$ cat src/rtl/result_display.sv
`default_nettype none
// ============================================================================
//  Module   : result_display
//  Purpose  : Captures a 9-bit calculator result, converts the magnitude to
//             three BCD digits with an iterative shift-add-3 engine, and
//             drives three active-low seven-segment displays plus a blinking
//             overflow LED.
//  Revision : 1.0  initial release
// ============================================================================
module result_display #(
  parameter int BLINK_DIV = 25_000_000
) (
  input  logic       clk,
  input  logic       reset,
  input  logic [8:0] result,
  input  logic       load,
  output logic [6:0] hex0,
  output logic [6:0] hex1,
  output logic [6:0] hex2,
  output logic       of_led,
  output logic       busy,
  output logic       done
);

  localparam int BW = (BLINK_DIV > 1) ? $clog2(BLINK_DIV) : 1;
  localparam logic [BW-1:0] BLINK_LAST = BW'(BLINK_DIV - 1);

  localparam logic [6:0] SEG_BLANK = 7'b1111111;
  localparam logic [6:0] SEG_DASH  = 7'b0111111;

  typedef enum logic [1:0] {
    IDLE  = 2'd0,
    SHIFT = 2'd1,
    LATCH = 2'd2
  } state_t;

  state_t state, state_next;

  logic [7:0]    bin;
  logic [11:0]   bcd;
  logic          ovf_work;
  logic [2:0]    iter;
  logic          ovf_latched;
  logic [BW-1:0] blink_cnt;

  logic [11:0]   bcd_adj;
  logic [19:0]   shifted;
  logic          blink_wrap;

  // Digit to active-low segment pattern (bit0 = a ... bit6 = g).
  function automatic logic [6:0] seg7(input logic [3:0] d);
    logic [6:0] s;
    case (d)
      4'd0:    s = 7'b1000000;
      4'd1:    s = 7'b1111001;
      4'd2:    s = 7'b0100100;
      4'd3:    s = 7'b0110000;
      4'd4:    s = 7'b0011001;
      4'd5:    s = 7'b0010010;
      4'd6:    s = 7'b0000010;
      4'd7:    s = 7'b1111000;
      4'd8:    s = 7'b0000000;
      4'd9:    s = 7'b0010000;
      default: s = SEG_BLANK;
    endcase
    return s;
  endfunction

  // Add-3 correction on every BCD nibble that is 5 or more, then one-bit shift.
  always_comb begin
    bcd_adj[3:0]   = (bcd[3:0]   >= 4'd5) ? bcd[3:0]   + 4'd3 : bcd[3:0];
    bcd_adj[7:4]   = (bcd[7:4]   >= 4'd5) ? bcd[7:4]   + 4'd3 : bcd[7:4];
    bcd_adj[11:8]  = (bcd[11:8]  >= 4'd5) ? bcd[11:8]  + 4'd3 : bcd[11:8];
    shifted        = {bcd_adj, bin} << 1;
  end

  assign busy       = (state != IDLE);
  assign blink_wrap = (blink_cnt == BLINK_LAST);

  // FSM state register.
  always_ff @(posedge clk or posedge reset) begin
    if (reset) state <= IDLE;
    else       state <= state_next;
  end

  // FSM next-state logic; load only matters in IDLE.
  always_comb begin
    state_next = state;
    case (state)
      IDLE:    if (load) state_next = SHIFT;
      SHIFT:   if (iter == 3'd7) state_next = LATCH;
      LATCH:   state_next = IDLE;
      default: state_next = IDLE;
    endcase
  end

  // Conversion datapath and registered display outputs.
  always_ff @(posedge clk or posedge reset) begin
    if (reset) begin
      bin         <= 8'd0;
      bcd         <= 12'd0;
      ovf_work    <= 1'b0;
      iter        <= 3'd0;
      ovf_latched <= 1'b0;
      hex0        <= SEG_BLANK;
      hex1        <= SEG_BLANK;
      hex2        <= SEG_BLANK;
      done        <= 1'b0;
    end else begin
      done <= 1'b0;
      case (state)
        IDLE: begin
          if (load) begin
            bin      <= result[7:0];
            ovf_work <= result[8];
            bcd      <= 12'd0;
            iter     <= 3'd0;
          end
        end
        SHIFT: begin
          bcd  <= shifted[19:8];
          bin  <= shifted[7:0];
          iter <= iter + 3'd1;
        end
        LATCH: begin
          ovf_latched <= ovf_work;
          done        <= 1'b1;
          if (ovf_work) begin
            hex0 <= SEG_DASH;
            hex1 <= SEG_DASH;
            hex2 <= SEG_DASH;
          end else begin
            // Leading zeros are blanked; the ones digit always shows.
            hex0 <= seg7(bcd[3:0]);
            hex1 <= (bcd[11:4] == 8'd0) ? SEG_BLANK : seg7(bcd[7:4]);
            hex2 <= (bcd[11:8] == 4'd0) ? SEG_BLANK : seg7(bcd[11:8]);
          end
        end
        default: ;
      endcase
    end
  end

  // Free-running blink divider; a fresh overflow restarts it with the LED on.
  always_ff @(posedge clk or posedge reset) begin
    if (reset) begin
      blink_cnt <= '0;
      of_led    <= 1'b0;
    end else if (state == LATCH && ovf_work) begin
      blink_cnt <= '0;
      of_led    <= 1'b1;
    end else begin
      blink_cnt <= blink_wrap ? '0 : blink_cnt + BW'(1);
      if (state == LATCH || !ovf_latched) of_led <= 1'b0;
      else if (blink_wrap)                of_led <= ~of_led;
    end
  end

endmodule
`default_nettype wire

$ cat config.mk
export PLATFORM = sky130hd
export DESIGN_NAME = result_display
export DESIGN_NICKNAME = d
export VERILOG_FILES = /design/src/rtl/result_display.sv
export SDC_FILE = /design/constraint.sdc
export NUM_CORES = 1
export LEC_CHECK = 0
export CORE_ASPECT_RATIO = 1.4
export CORE_MARGIN = 5
export CORE_UTILIZATION = 40
export DETAILED_ROUTE_END_ITERATION = 8
export HOLD_SLACK_MARGIN = 0.06
export PLACE_DENSITY = 0.7
export SKIP_LAST_GASP = 1
export SYNTH_ARGS = -nofsm -noshare
export SYNTH_HDL_FRONTEND = slang
export SYNTH_SLANG_ARGS = --single-unit
$ cat constraint.sdc
create_clock -name clk -period 2.7 [get_ports clk]
set_clock_uncertainty 0.1 [all_clocks]
set_input_delay 0.27 -clock clk [delete_from_list [all_inputs] [get_ports clk]]
set_output_delay 0.27 -clock clk [all_outputs]
set_load 0.02 [all_outputs]
==> metrics.csv, run 1 <==
stage,metric,value,unit
power,switching_power,2.086,mW
floorplanning,die-area,0.01218,mm^2
final_layout,drive_gt1_share,11.56,%
synth,syn_avg_cell_area,9.368,um^2
synth,netlist_area,0.004019,mm^2
clock_tree,clockBufferDepth,2,
timing,fin_tns_setup,0,ps
critical_path,arrival,1770,ps
clock_tree,post_cts_buffers,0,
critical_path,critPathLaunch,state[1],
routing,vias,3263,
clock_tree,cts_made_buffers,9,
final_layout,nets,493,
clock_tree,cts_tree,built,
power,p_leak,1.995,nW
routing,dr.pass1.iters,5,
synth,synth_nets,459,
floorplanning,die_w,94.72,um
routing,drt_iter0_drc,199,
critical_path,cp_max_fo,16,
place,io_buffers,35,
global_route,grt-ovfl-total,0,
synth,synth_top_cell_by_area,dfrtp_1,
synth,synth.distinct_cells,46,
power,power_density,1145,mW/mm^2
floorplanning,core_area,0.009899,mm^2
clock_tree,postCtsHoldBufs,0,
final_layout,regArea,0.001903,mm^2
job,maxCapViolCount,0,
timing,tightest_slew,630.6,ps
global_route,grt_use_total,15.41,%
power,p_int,3.445,mW
power,p_seq_share,37.5,%
routing,final_antenna_net_count,0,
synth,synthCells,429,
power,p_comb_share,40.8,%
clock_tree,cts.sinks,75,
synth,synth.most_common_cell,dfrtp_1,
clock_tree,clk_latency,330,ps
power,swShare,37.72,%
timing,hold_viol_final,0,
floorplanning,initial_core_util,40.60,%
final_layout,num-fill-cells,935,
global_route,grt_pass1_vias,3206,
floorplanning,boundaryPins,36,
synth,synth_ff_type,dfrtp_1,
routing,routed_wl,8.779,mm
clock_tree,cts-root-buf,clkbuf_16,
critical_path,endpoint_kind,output pin,
place,dp_hpwl,6.361,mm
final_layout,finish.utilization,48.81,%
routing,viasPerCell,5.420,
timing,grt_setup_unrepaired,false,
synth,synth.top_cell.area_share,33.62,%
clock_tree,path_clk_slew,50,ps
floorplanning,die_h,128.6,um
critical_path,worst_setup_path_start_kind,register,
timing,max_freq,0.4665,GHz
clock_tree,post_cts_resize_count,0,
power,max-vdd-ir-drop,0.4981,mV
synth,async_flop_share,100.0,%
global_route,antenna_found_initial,0,
timing,finalSetupViolCount,0,
timing,maxSlewHeadroom,56.87,%
timing,fin_crit_sh,79.39,%
synth,ys_ff_latch,75,
clock_tree,htree_levels,3,
synth,synth_edf_count,0,
final_layout,syn2layout_area_growth,20.24,%
critical_path,critPathRequiredTime,2330,ps
routing,drc,0,
synth,synth-seq-area-share,47.35,%
timing,finalCriticalPeriod,2144,ps
critical_path,reg2reg_from,blink_cnt[0],
routing,routedWlPerCell,14.58,um
synth,synth_warnings,0,
synth,synthTopCellsByArea,"dfrtp_1 34%, dfstp_2 14%, ha_1 5.6%",
worst_hold_path,hp-class,input pin to async pin,
run_status,status,"complete, no violations",
global_route,grt_max_degree,46,
global_route,grt_pass1_wl,15.02,mm
floorplanning,row_count,43,
final_layout,multi_input_area,0.001963,mm^2
final_layout,diodes,0,
power,clockPowerShare,21.7,%
synth,synth_common_cells,"54 x dfrtp_1, 51 x nor2_1, 35 x a21oi_1",
timing,finalMaxSlewViolations,0,
critical_path,path_class,register to output pin,
place,place.gp.congestion,0.8598,
## flip-flops by register name, indices dropped and copies added (netlist names)
register,cells
bcd,12
bin,8
blink_cnt,25
done,1
hex0,7
hex1,7
hex2,7
iter,3
of_led,1
ovf_latched,1
ovf_work,1
state,2
## final cells by class
cell class / instances / share of cell area [%]
multi-input cells: 314 / 40.63
flip-flops and latches: 75 / 39.38
clock inverters: 2 / 0.7250
well taps: 135 / 3.496
clock buffers: 13 / 5.386
repair buffers: 44 / 8.907
inverters: 19 / 1.476
## stage by stage
step	total power [mW]	hold slack (ps)	area [um^2]	worst slack, ps	std cells
after floorplan	3.615	321.6	4019	454.8	429
after CTS	5.576	347.7	4832	544.7	602
final	5.531	334.2	4832	556.4	602
after detailed placement	4.350	351.0	4537	583.8	587
after global placement	4.284	346.9	4537	649.2	587
after global routing	5.957	373.2	4832	470.7	602
## worst max-delay path, cell delays in order (launching register included)
cell and delay, ps:
dfrtp_1 550, or2_2 350, clkdlybuf4s50_1 540
## worst paths after layout
path,end,slack [ps],cells after the start
max reg2reg,blink_cnt[20],610,6
min in group clk,hex2[6],360,2
max in group asynchronous,hex1[4],1800,3
min,hex2[2],330,2
max,busy,560,2
min reg2reg,hex2[6],360,2
## logic make-up (layout without fill, tap and decap cells)
kind of cell / Yosys count / count (layout) / share of synthesized area [%]
mux: 9 / 9 / 2.335
compound gates: 110 / 110 / 16.87
simple gates: 159 / 159 / 20.11
flops: 75 / 75 / 47.35
xor+xnor: 18 / 18 / 3.923
buf+inv: 40 / 78 / 3.798
fa+ha+maj: 18 / 18 / 5.604
## per-layer routing
metal  vias to the layer above  share of wire, %  track usage (%)  routed length (um)
met3                        15               3.7            3.392                 323
met4                         0               1.8            5.777                 157
met2                        61                53            26.95                4639
met1                      1585                42            18.31                3659
met5                         -                 0                0                   0
li1                       1602                 -                -                   -
## cell usage in the layout (no fill, tap or decap), drive strengths merged, types with 7 or more instances in the layout
cell,n
a21oi,35
a22oi,8
buf,9
clkbuf,13
clkdlybuf4s50,35
dfrtp,54
dfstp,21
ha,18
inv,19
nand2,25
nand2b,8
nand3,13
nand4,11
nor2,51
nor2b,11
nor3,7
o21ai,31
xnor2,12
## power by group through the flow
| stage | Sequential [mW] | Clock [mW] | Combinational (mW) |
|---|---|---|---|
| floorplan | 2.08 | 0 | 1.53 |
| detailed placement | 2.09 | 0 | 2.26 |
| finish | 2.08 | 1.20 | 2.26 |
| CTS | 2.08 | 1.22 | 2.28 |
| global placement | 2.08 | 0 | 2.21 |
| global route | 2.15 | 1.28 | 2.53 |
No activity file was read; power rests on OpenSTA's default activity.
==> run 2: changes to the inputs <==
==> constraint.sdc (replaced) <==
create_clock -name clk -period 1.99 [get_ports clk]
set_clock_uncertainty 0.1 [all_clocks]
set_input_delay 0.199 -clock clk [delete_from_list [all_inputs] [get_ports clk]]
set_output_delay 0.199 -clock clk [all_outputs]
set_load 0.02 [all_outputs]
==> metrics.csv, run 2 (synthesis results as in run 1) <==
stage,metric,value,unit,change
run_status,status,"complete, no violations",,
final_layout,drive_gt1_share,17.31,%,+5.7 points
routing,drc,0,,unchanged
final_layout,final_cell_mix,"54 x dfrtp_1, 51 x nor2_1, 35 x clkdlybuf4s50_1",,
clock_tree,path_clk_slew,60,ps,about the same
critical_path,r2r_end,of_led,,
critical_path,cp_slowest_stage_delay,570,ps,+20 ps
power,report.power.total,7.857,mW,+42%
final_layout,top_register,blink_cnt,,
timing,finalSetupViolCount,0,,unchanged
power,p_int,4.898,mW,+42%
global_route,grt_max_degree,28,,-39%
global_route,antenna_found_initial,0,,unchanged
floorplanning,die-area,0.01218,mm^2,unchanged
critical_path,cpMaxStageDelayCell,or4_4,,
place,dp_cells,608,,+3.6%
critical_path,crit_chain,nand3_1 > or4_4 > or4_1 > nand3_1,,
global_route,grt_use_total,16.37,%,+0.96 points
critical_path,endpoint_kind,register,,
critical_path,worst_setup_path_start_kind,register,,
critical_path,critPathMostFrequentCell,nand3_1,,
critical_path,reg2reg_from,blink_cnt[16],,
clock_tree,cts-root-buf,clkbuf_16,,
place,place_ws,6.685,ps,-577.1 ps
place,dpl-instance-area,0.004698,mm^2,+3.6%
critical_path,arrival,2120,ps,+350 ps
routing,vias,3414,,+4.6%
timing,finalMaxSlewViolations,0,,unchanged
timing,fin_tns_setup,0,ps,unchanged
final_layout,top_regs,"blink_cnt: 25 flops, bcd: 12 flops, bin: 8 flops",,
global_route,grt-ovfl-total,0,,unchanged
routing,dr.pass1.iters,4,,-1
power,switching_power,2.959,mW,+42%
final_layout,nets,516,,+4.7%
critical_path,reg2regPathDepth,4,,-2
final_layout,regArea,0.001903,mm^2,unchanged
power,p_seq_share,34.6,%,-2.9 points
clock_tree,clk_latency,340,ps,about the same
floorplanning,row_count,43,,unchanged
critical_path,r2r_slack,50,ps,-560 ps
timing,tightest_slew,532.2,ps,-98.45 ps
final_layout,num-fill-cells,933,,-0.21%
final_layout,largest_register_ffs,25,,unchanged
clock_tree,cts_made_buffers,9,,unchanged
routing,viasPerCell,5.454,,+0.62%
power,swShare,37.66,%,-0.062 points
clock_tree,cts.sinks,75,,unchanged
final_layout,fin_cells,626,,+4.0%
floorplanning,die_w,94.72,um,unchanged
place,place.gp.congestion,0.8573,,-0.29%
timing,maxSlewHeadroom,63.60,%,+6.7 points
power,p_comb_share,42.8,%,+2.0 points
timing,hold_viol_final,0,,unchanged
clock_tree,clockBufferDepth,2,,unchanged
global_route,grt_pass1_vias,3442,,+7.4%
power,clockPowerShare,22.6,%,+0.9 points
clock_tree,cts_tree,built,,
job,maxCapViolCount,0,,unchanged
floorplanning,initial_core_util,40.60,%,unchanged
clock_tree,htree_levels,3,,unchanged
final_layout,syn2layout_area_growth,25.87,%,
worst_hold_path,hp-class,input pin to async pin,,
critical_path,cp_max_fo,7,,-9
final_layout,diodes,0,,unchanged
routing,routed_wl,9.449,mm,+7.6%
floorplanning,die_h,128.6,um,unchanged
final_layout,multi_input_area,0.001981,mm^2,+0.89%
power,max-vdd-ir-drop,0.5650,mV,+13%
timing,fin_crit_sh,97.55,%,
floorplanning,boundaryPins,36,,unchanged
timing,finalCriticalPeriod,1941,ps,
routing,drt_iter0_drc,174,,-13%
place,io_buffers,35,,unchanged
power,power_density,1553,mW/mm^2,+36%
floorplanning,core_area,0.009899,mm^2,unchanged
final_layout,design_area,0.005059,mm^2,+4.7%
place,dp_hpwl,6.831,mm,+7.4%
critical_path,critPathRequiredTime,2170,ps,-160 ps
critical_path,path_class,register to register,,
routing,final_antenna_net_count,0,,unchanged
final_layout,final_common_cell,dfrtp_1,,
global_route,grt_pass1_wl,15.88,mm,+5.7%
routing,routedWlPerCell,15.09,um,+3.5%
timing,setup_slack,48.85,ps,-507.6 ps
timing,max_freq,0.5152,GHz,
power,p_leak,2.115,nW,+6.0%
-- run 2: what timing repair did --
action                     CTS  global route
pin swaps                    0             5
setup endpoints to repair    2            17
gates resized for setup      1             6
cloned                       0             0
buffers inserted             0             2
hold buffers                 0             0
-- run 2: worst max path at each step --
| stage | startpoint | to | slack (ps) | depth (start not counted) |
|---|---|---|---|---|
| 3_3_place_gp | blink_cnt[1] | of_led | 70 | 5 |
| 4_1_cts | blink_cnt[0] | blink_cnt[24] | 10 | 6 |
| 3_5_place_dp | bcd[8] | hex2[0] | 7 | 6 |
| 2_1_floorplan | blink_cnt[0] | of_led | 8 | 5 |
| 5_1_grt | blink_cnt[1] | blink_cnt[16] | -20 | 7 |
| 6_report | blink_cnt[16] | of_led | 50 | 4 |
-- run 2: power by group through the flow --
stage	Sequential [mW]	Clock, mW	Combinational (mW)
global placement	2.71	0	3.24
CTS	2.72	1.81	3.37
finish	2.72	1.78	3.36
global route	2.80	1.87	3.77
floorplan	2.83	0	2.08
detailed placement	2.74	0	3.32
-- run 2: metrics by stage --
stage,hold WS (ps),utilization (%)
after floorplan,250.6,-
after global placement,347.0,47.46
after detailed placement,363.9,47.46
after CTS,136.0,50.75
after global routing,152.5,51.10
final,126.7,51.10
-- run 2: cell type report --
cell class	instances	area share [%]
Multi-Input combinational cell	314	39.15
Sequential cell	75	37.62
Timing Repair Buffer	67	12.00
Clock buffer	9	4.452
Tap cell	135	3.339
Clock inverter	7	1.954
Inverter	19	1.484
-- run 2: per-layer routing --
metal	GRT usage, %	wire length (um)
met5	0	0
met4	6.457	213
met3	3.567	298
met2	29.57	5048
met1	18.50	3888
-- run 2: worst max-delay path: cells and delay by family, from the launching register on --
kind	cells	cell delay (ps)
flip-flops	1	480
AND/OR/NAND/NOR	4	1310
==> run 3: changes to the inputs <==
--- a/config.mk
+++ b/config.mk
@@ -11,6 +11,7 @@
 export DETAILED_ROUTE_END_ITERATION = 8
 export HOLD_SLACK_MARGIN = 0.06
 export PLACE_DENSITY = 0.7
+export SETUP_SLACK_MARGIN = 0.4
 export SKIP_LAST_GASP = 1
 export SYNTH_ARGS = -nofsm -noshare
 export SYNTH_HDL_FRONTEND = slang
==> metrics.csv, run 3 (synthesis results as in run 1) <==
stage,metric,value,unit,change
job,maxCapViolCount,0,,unchanged
timing,max_freq,0.5638,GHz,+9.4%
clock_tree,cts_made_buffers,9,,unchanged
routing,routedWlPerCell,15.75,um,+4.3%
clock_tree,cts.sinks,75,,unchanged
power,power_density,1519,mW/mm^2,-2.2%
final_layout,largest_register_ffs,25,,unchanged
final_layout,num-fill-cells,914,,-2.0%
timing,hold_viol_final,0,,unchanged
floorplanning,die_h,128.6,um,unchanged
critical_path,reg2reg_from,blink_cnt[1],,
routing,viasPerCell,5.368,,-1.6%
floorplanning,initial_core_util,40.60,%,unchanged
clock_tree,path_clk_slew,60,ps,about the same
final_layout,top_register,blink_cnt,,
worst_hold_path,hp-class,input pin to async pin,,
final_layout,top_regs,"blink_cnt: 25 flops, bcd: 12 flops, bin: 8 flops",,
final_layout,design_area,0.005336,mm^2,+5.5%
power,max-vdd-ir-drop,0.5526,mV,-2.2%
run_status,status,"complete, no violations",,
critical_path,cp_max_fo,7,,unchanged
clock_tree,postCtsHoldBufs,0,,unchanged
critical_path,arrival,1890,ps,-230 ps
final_layout,drive_gt1_share,30.22,%,+13 points
timing,finalSetupViolCount,0,,unchanged
place,place.gp.congestion,0.8694,,+1.4%
floorplanning,row_count,43,,unchanged
timing,tightest_slew,403.6,ps,-128.5 ps
place,io_buffers,35,,unchanged
critical_path,crit_cells,6,,+2
floorplanning,boundaryPins,36,,unchanged
critical_path,path_class,register to register,,
critical_path,critPathBufInv,1,,+1
routing,vias,3425,,+0.32%
final_layout,final_common_cell,nor2_1,,
place,dp_hpwl,6.598,mm,-3.4%
timing,grt_setup_unrepaired,true,,
timing,maxSlewHeadroom,73.09,%,+9.5 points
final_layout,final_cell_mix,"49 x nor2_1, 41 x dfrtp_1, 40 x buf_4",,
routing,drc,0,,unchanged
power,p_leak,2.212,nW,+4.6%
final_layout,nets,528,,+2.3%
critical_path,r2r_end,blink_cnt[20],,
routing,final_antenna_net_count,0,,unchanged
critical_path,critical_path.top_delay_family,simple AND/OR/NAND/NOR gates,,
final_layout,diodes,0,,unchanged
clock_tree,cts_tree,built,,
global_route,grt_pass1_wl,16.43,mm,+3.4%
timing,setup_slack,216.4,ps,+167.6 ps
clock_tree,clockBufferDepth,2,,unchanged
global_route,grt_max_degree,76,,+170%
global_route,grt_use_total,16.99,%,+0.62 points
clock_tree,cts-root-buf,clkbuf_16,,
floorplanning,core_area,0.009899,mm^2,unchanged
critical_path,crit_chain,ha_4 > nand3_4 > or4_4 > o21ai_4 > buf_6 > o21ai_2,,
timing,fin_crit_sh,89.12,%,-8.4 points
routing,routed_wl,10.05,mm,+6.3%
clock_tree,htree_levels,3,,unchanged
global_route,grt-ovfl-total,0,,unchanged
critical_path,critPathCapture,blink_cnt[20],,
critical_path,r2r_slack,220,ps,+170 ps
floorplanning,die-area,0.01218,mm^2,unchanged
critical_path,endpoint_kind,register,,
global_route,antenna_found_initial,0,,unchanged
final_layout,fin_cells,638,,+1.9%
clock_tree,clk_latency,330,ps,about the same
critical_path,critPathRequiredTime,2110,ps,-60 ps
critical_path,cpMaxStageDelayCell,or4_4,,
critical_path,worst_setup_path_start_kind,register,,
critical_path,cp_slowest_stage_delay,460,ps,-110 ps
critical_path,reg2regPathDepth,6,,+2
place,place_ws,140.3,ps,+133.6 ps
critical_path,critPathLaunch,blink_cnt[1],,
routing,drt_iter0_drc,175,,+0.57%
timing,fin_tns_setup,0,ps,unchanged
global_route,grt_pass1_vias,3523,,+2.4%
timing,finalMaxSlewViolations,0,,unchanged
place,dpl-instance-area,0.004653,mm^2,-0.96%
routing,dr.pass1.iters,4,,unchanged
floorplanning,die_w,94.72,um,unchanged
final_layout,syn2layout_area_growth,32.78,%,
place,dp_cells,595,,-2.1%
timing,finalCriticalPeriod,1774,ps,-167.6 ps
-- run 3: cell types whose count changed in the layout (fill, tap and decap cells not counted), sizes merged --
cell           before  now
clkbuf              9   14
dlygate4sd2         0   22
clkdlybuf4s50      35   12
clkinvlp            2    1
bufinv              2    0
clkinv              2    3
inv                20   18
buf                32   44
-- run 3: report_power, final --
| group | internal, mW | switching, mW | total, mW |
|---|---|---|---|
| logic | 1.81 | 2.02 | 3.83 |
| clock network | 0.873 | 0.613 | 1.49 |
| registers | 2.22 | 0.577 | 2.79 |
-- run 3: final cells by class --
cell class | instances | area (um^2) | share of cell area (%)
Timing Repair Buffer | 79 | 680.7 | 12.75
Clock inverter | 3 | 15.01 | 0.2814
Multi-Input combinational cell | 314 | 2227 | 41.74
Sequential cell | 75 | 1919 | 35.97
Inverter | 19 | 75.07 | 1.407
Clock buffer | 13 | 250.2 | 4.689
Tap cell | 135 | 168.9 | 3.165
-- run 3: repair_timing --
action / CTS / global route
buffers inserted: 18 / 9
endpoints found under the setup margin: 71 / 51
pin swaps: 10 / 12
gates resized for setup: 55 / 40
-- run 3: worst min-delay path by stage --
| stage | startpoint | to | slack [ps] | cells after the start |
|---|---|---|---|---|
| 6_report | reset | bcd[8] | 220 | 3 |
| 5_1_grt | reset | bcd[8] | 280 | 3 |
| 4_1_cts | reset | state[0] | 250 | 3 |
| 3_5_place_dp | hex2[6] | hex2[6] | 350 | 2 |
| 3_3_place_gp | hex2[6] | hex2[6] | 340 | 2 |
| 2_1_floorplan | result[8] | ovf_work | 250 | 1 |
-- run 3: worst reg2reg max path: stages, from the launching register on --
cell	delay [ps]
dfrtp_1	400
ha_4	190
nand3_4	70
or4_4	460
o21ai_4	210
buf_6	170
o21ai_2	60
-- run 3: stage by stage --
stage                     util [%]  hold slack [ps]  power, mW
after floorplan                  -            250.6      4.962
after global placement       47.00            344.3      5.937
after detailed placement     47.00            349.3      6.078
after CTS                    51.92            246.3      7.812
after global routing         53.91            280.4      8.637
final                        53.91            218.3      8.105
-- run 3: layer usage --
layer | global-route usage, % | vias to the layer above | wire length [um]
li1 | - | 1667 | -
met2 | 30.98 | 61 | 5397
met4 | 7.732 | 0 | 270
met3 | 3.450 | 21 | 304
met1 | 18.65 | 1676 | 4074
met5 | 0 | - | 0
==> edit (config.mk and constraints of run 1) <==
`BLINK_DIV`: 25_000_000 -> 100_000_000.
--- a/src/rtl/result_display.sv
+++ b/src/rtl/result_display.sv
@@ -8,7 +8,7 @@
 //  Revision : 1.0  initial release
 // ============================================================================
 module result_display #(
-  parameter int BLINK_DIV = 25_000_000
+  parameter int BLINK_DIV = 100_000_000
 ) (
   input  logic       clk,
   input  logic       reset,
Behaviour: same outputs for any inputs over 10 cycles, from zero or initial values and one cycle with reset high; that may be too few to reach the edited logic, so the function may still have changed.
==> edit against run 1 <==
Wire length rose by 11%. First-iteration DRC count fell by 49%. Area after synthesis rose by 3.6%. Setup slack got worse by 150 ps. Sequential share of layout area fell by 0.44 points. Power rose by 3.6%. Sequential cell count rose by 2. Final area rose by 3.8%. Critical endpoint is now of_led$_DFFE_PP0P_.
==> edit: results (changes against run 1) <==
stage	metric	value	unit	change
clock_tree	Clock transition at path regs	60	ps	
clock_tree	post-CTS sizing	0		unchanged
placed_design	hpwl dp	6830	um	+7.4%
detailed_routing	drt initial violations	101		-49%
synthesis	Warnings, synthesis	0		unchanged
timing	Worst Hold Slack	147	ps	-187 ps
cells_and_area	biggest regs	blink_cnt (27), bcd (12), bin (8)		
synthesis	most instantiated cells after synthesis	56 x dfrtp_1, 39 x nor2_1, 33 x nand2_1, 32 x a21oi_1, 32 x o21ai_0		
placed_design	Placement Setup Slack	490	ps	-93.8 ps
timing	worst rel slew slack	0.517		-0.0522
setup_path	r2r setup slk	410	ps	-200 ps
worst_hold_path	min-delay worst type	input port to async pin		
clock_tree	CTS HTree Levels	3		unchanged
placed_design	Placed Instances	602		+2.6%
detailed_routing	vias per cell	5.61		+3.4%
detailed_routing	via count	3464		+6.2%
synthesis	FFs w/ async S/R, synth	1.00		unchanged
setup_path	R2R Path Start	blink_cnt[8]$_DFF_PP0_		
synthesis	Synth area leaders	dfrtp_1 34%, dfstp_2 13%, ha_1 5.4%		
setup_path	Max Fanout on Critical Path	8		-8
setup_path	CP max stage delay	580	ps	+30 ps
synthesis	Post-synth EDFFs	0		unchanged
power_and_ir_drop	Leak	0.00205	uW	+2.6%
setup_path	RR Endpoint	of_led$_DFFE_PP0P_		
synthesis	Netlist cell types	49		+6.5%
placed_design	Placed Area	4670	um^2	+3.0%
power_and_ir_drop	peak supply drop	0.661	mV	+33%
status	outcome	completed		
setup_path	CP delay by family, top	simple AND/OR/NAND/NOR gates		
cells_and_area	nets	505		+2.4%
synthesis	sequential-to-total area share from yosys stat	0.469		-0.00449
clock_tree	latest clock arrival within the worst-skew pair	330	ps	about the same
setup_path	Worst path slowest cell	or4_1		
setup_path	CP arrival	2440	ps	+670 ps
synthesis	syn_nets	474		+3.3%
grt	pin count of the biggest net entering global routing	62		+35%
grt	initial antenna violation count	0		unchanged
setup_path	Worst Reg-to-Reg Cells	4		-2
synthesis	Syn Inst Count	444		+3.5%
detailed_routing	Detailed Routing Iterations Pass 1	4		-1
timing	# setup viols final	0		unchanged
cells_and_area	share of layout cells above drive strength 1	0.117		+0.00103
grt	GR Util All Layers	0.169		+0.0149
placed_design	Placer Congestion	0.882		+2.6%
detailed_routing	WL per Instance	15.7	um	+7.9%
grt	first-pass GRT wire length	16800	um	+12%
placed_design	Port Buffers	35		unchanged
cells_and_area	number of diodes	0		unchanged
[edit: changes by cell type after synthesis, sizes merged, moves of 4 or more]
cell,before,now
nand2,25,33
xnor2,12,7
nor2,51,39
nor4,5,1
or4,6,11
or3,5,9
[edit: worst max path at each step]
stage,start,end,slack (ps),cells after the start
global route,blink_cnt[8]$_DFF_PP0_,of_led$_DFFE_PP0P_,330,4
global placement,blink_cnt[8]$_DFF_PP0_,of_led$_DFFE_PP0P_,530,4
detailed placement,blink_cnt[8]$_DFF_PP0_,of_led$_DFFE_PP0P_,490,4
finish,blink_cnt[8]$_DFF_PP0_,of_led$_DFFE_PP0P_,410,4
CTS,blink_cnt[8]$_DFF_PP0_,of_led$_DFFE_PP0P_,440,4
floorplan,reset,bcd[0]$_DFFE_PP0P_,400,1
[edit: cells by family after synthesis]
| family | share of synthesized area |
|---|---|
| XOR/XNOR | 0.0316 |
| AO/OA/AOI/OAI | 0.177 |
| adder cells (fa/ha/maj) | 0.0541 |
| AND/OR/NAND/NOR | 0.207 |
| multiplexers | 0.0225 |
| buffers and inverters | 0.0385 |
| flip-flops | 0.469 |
[edit: power breakdown]
part / switching (uW) / internal (uW)
Combinational: 1170 / 1070
Clock: 476 / 903
Sequential: 452 / 1660
Total: 2100 / 3630
[edit: metal layers]
layer	part of all wire	up-vias	global-route usage
li1	-	1662	-
met4	0.019	0	0.0737
met2	0.53	75	0.293
met1	0.41	1710	0.202
met3	0.039	17	0.0309
met5	0	-	0
[edit: cell type report]
| cell class | count | area, um^2 |
|---|---|---|
| tap | 138 | 173 |
| multi-input combinational | 325 | 2050 |
| clock buffer | 10 | 229 |
| fill | 986 | 5280 |
| clock inverter | 6 | 111 |
| inverter | 18 | 67.6 |
| sequential | 77 | 1950 |
| timing repair buffer | 44 | 430 |
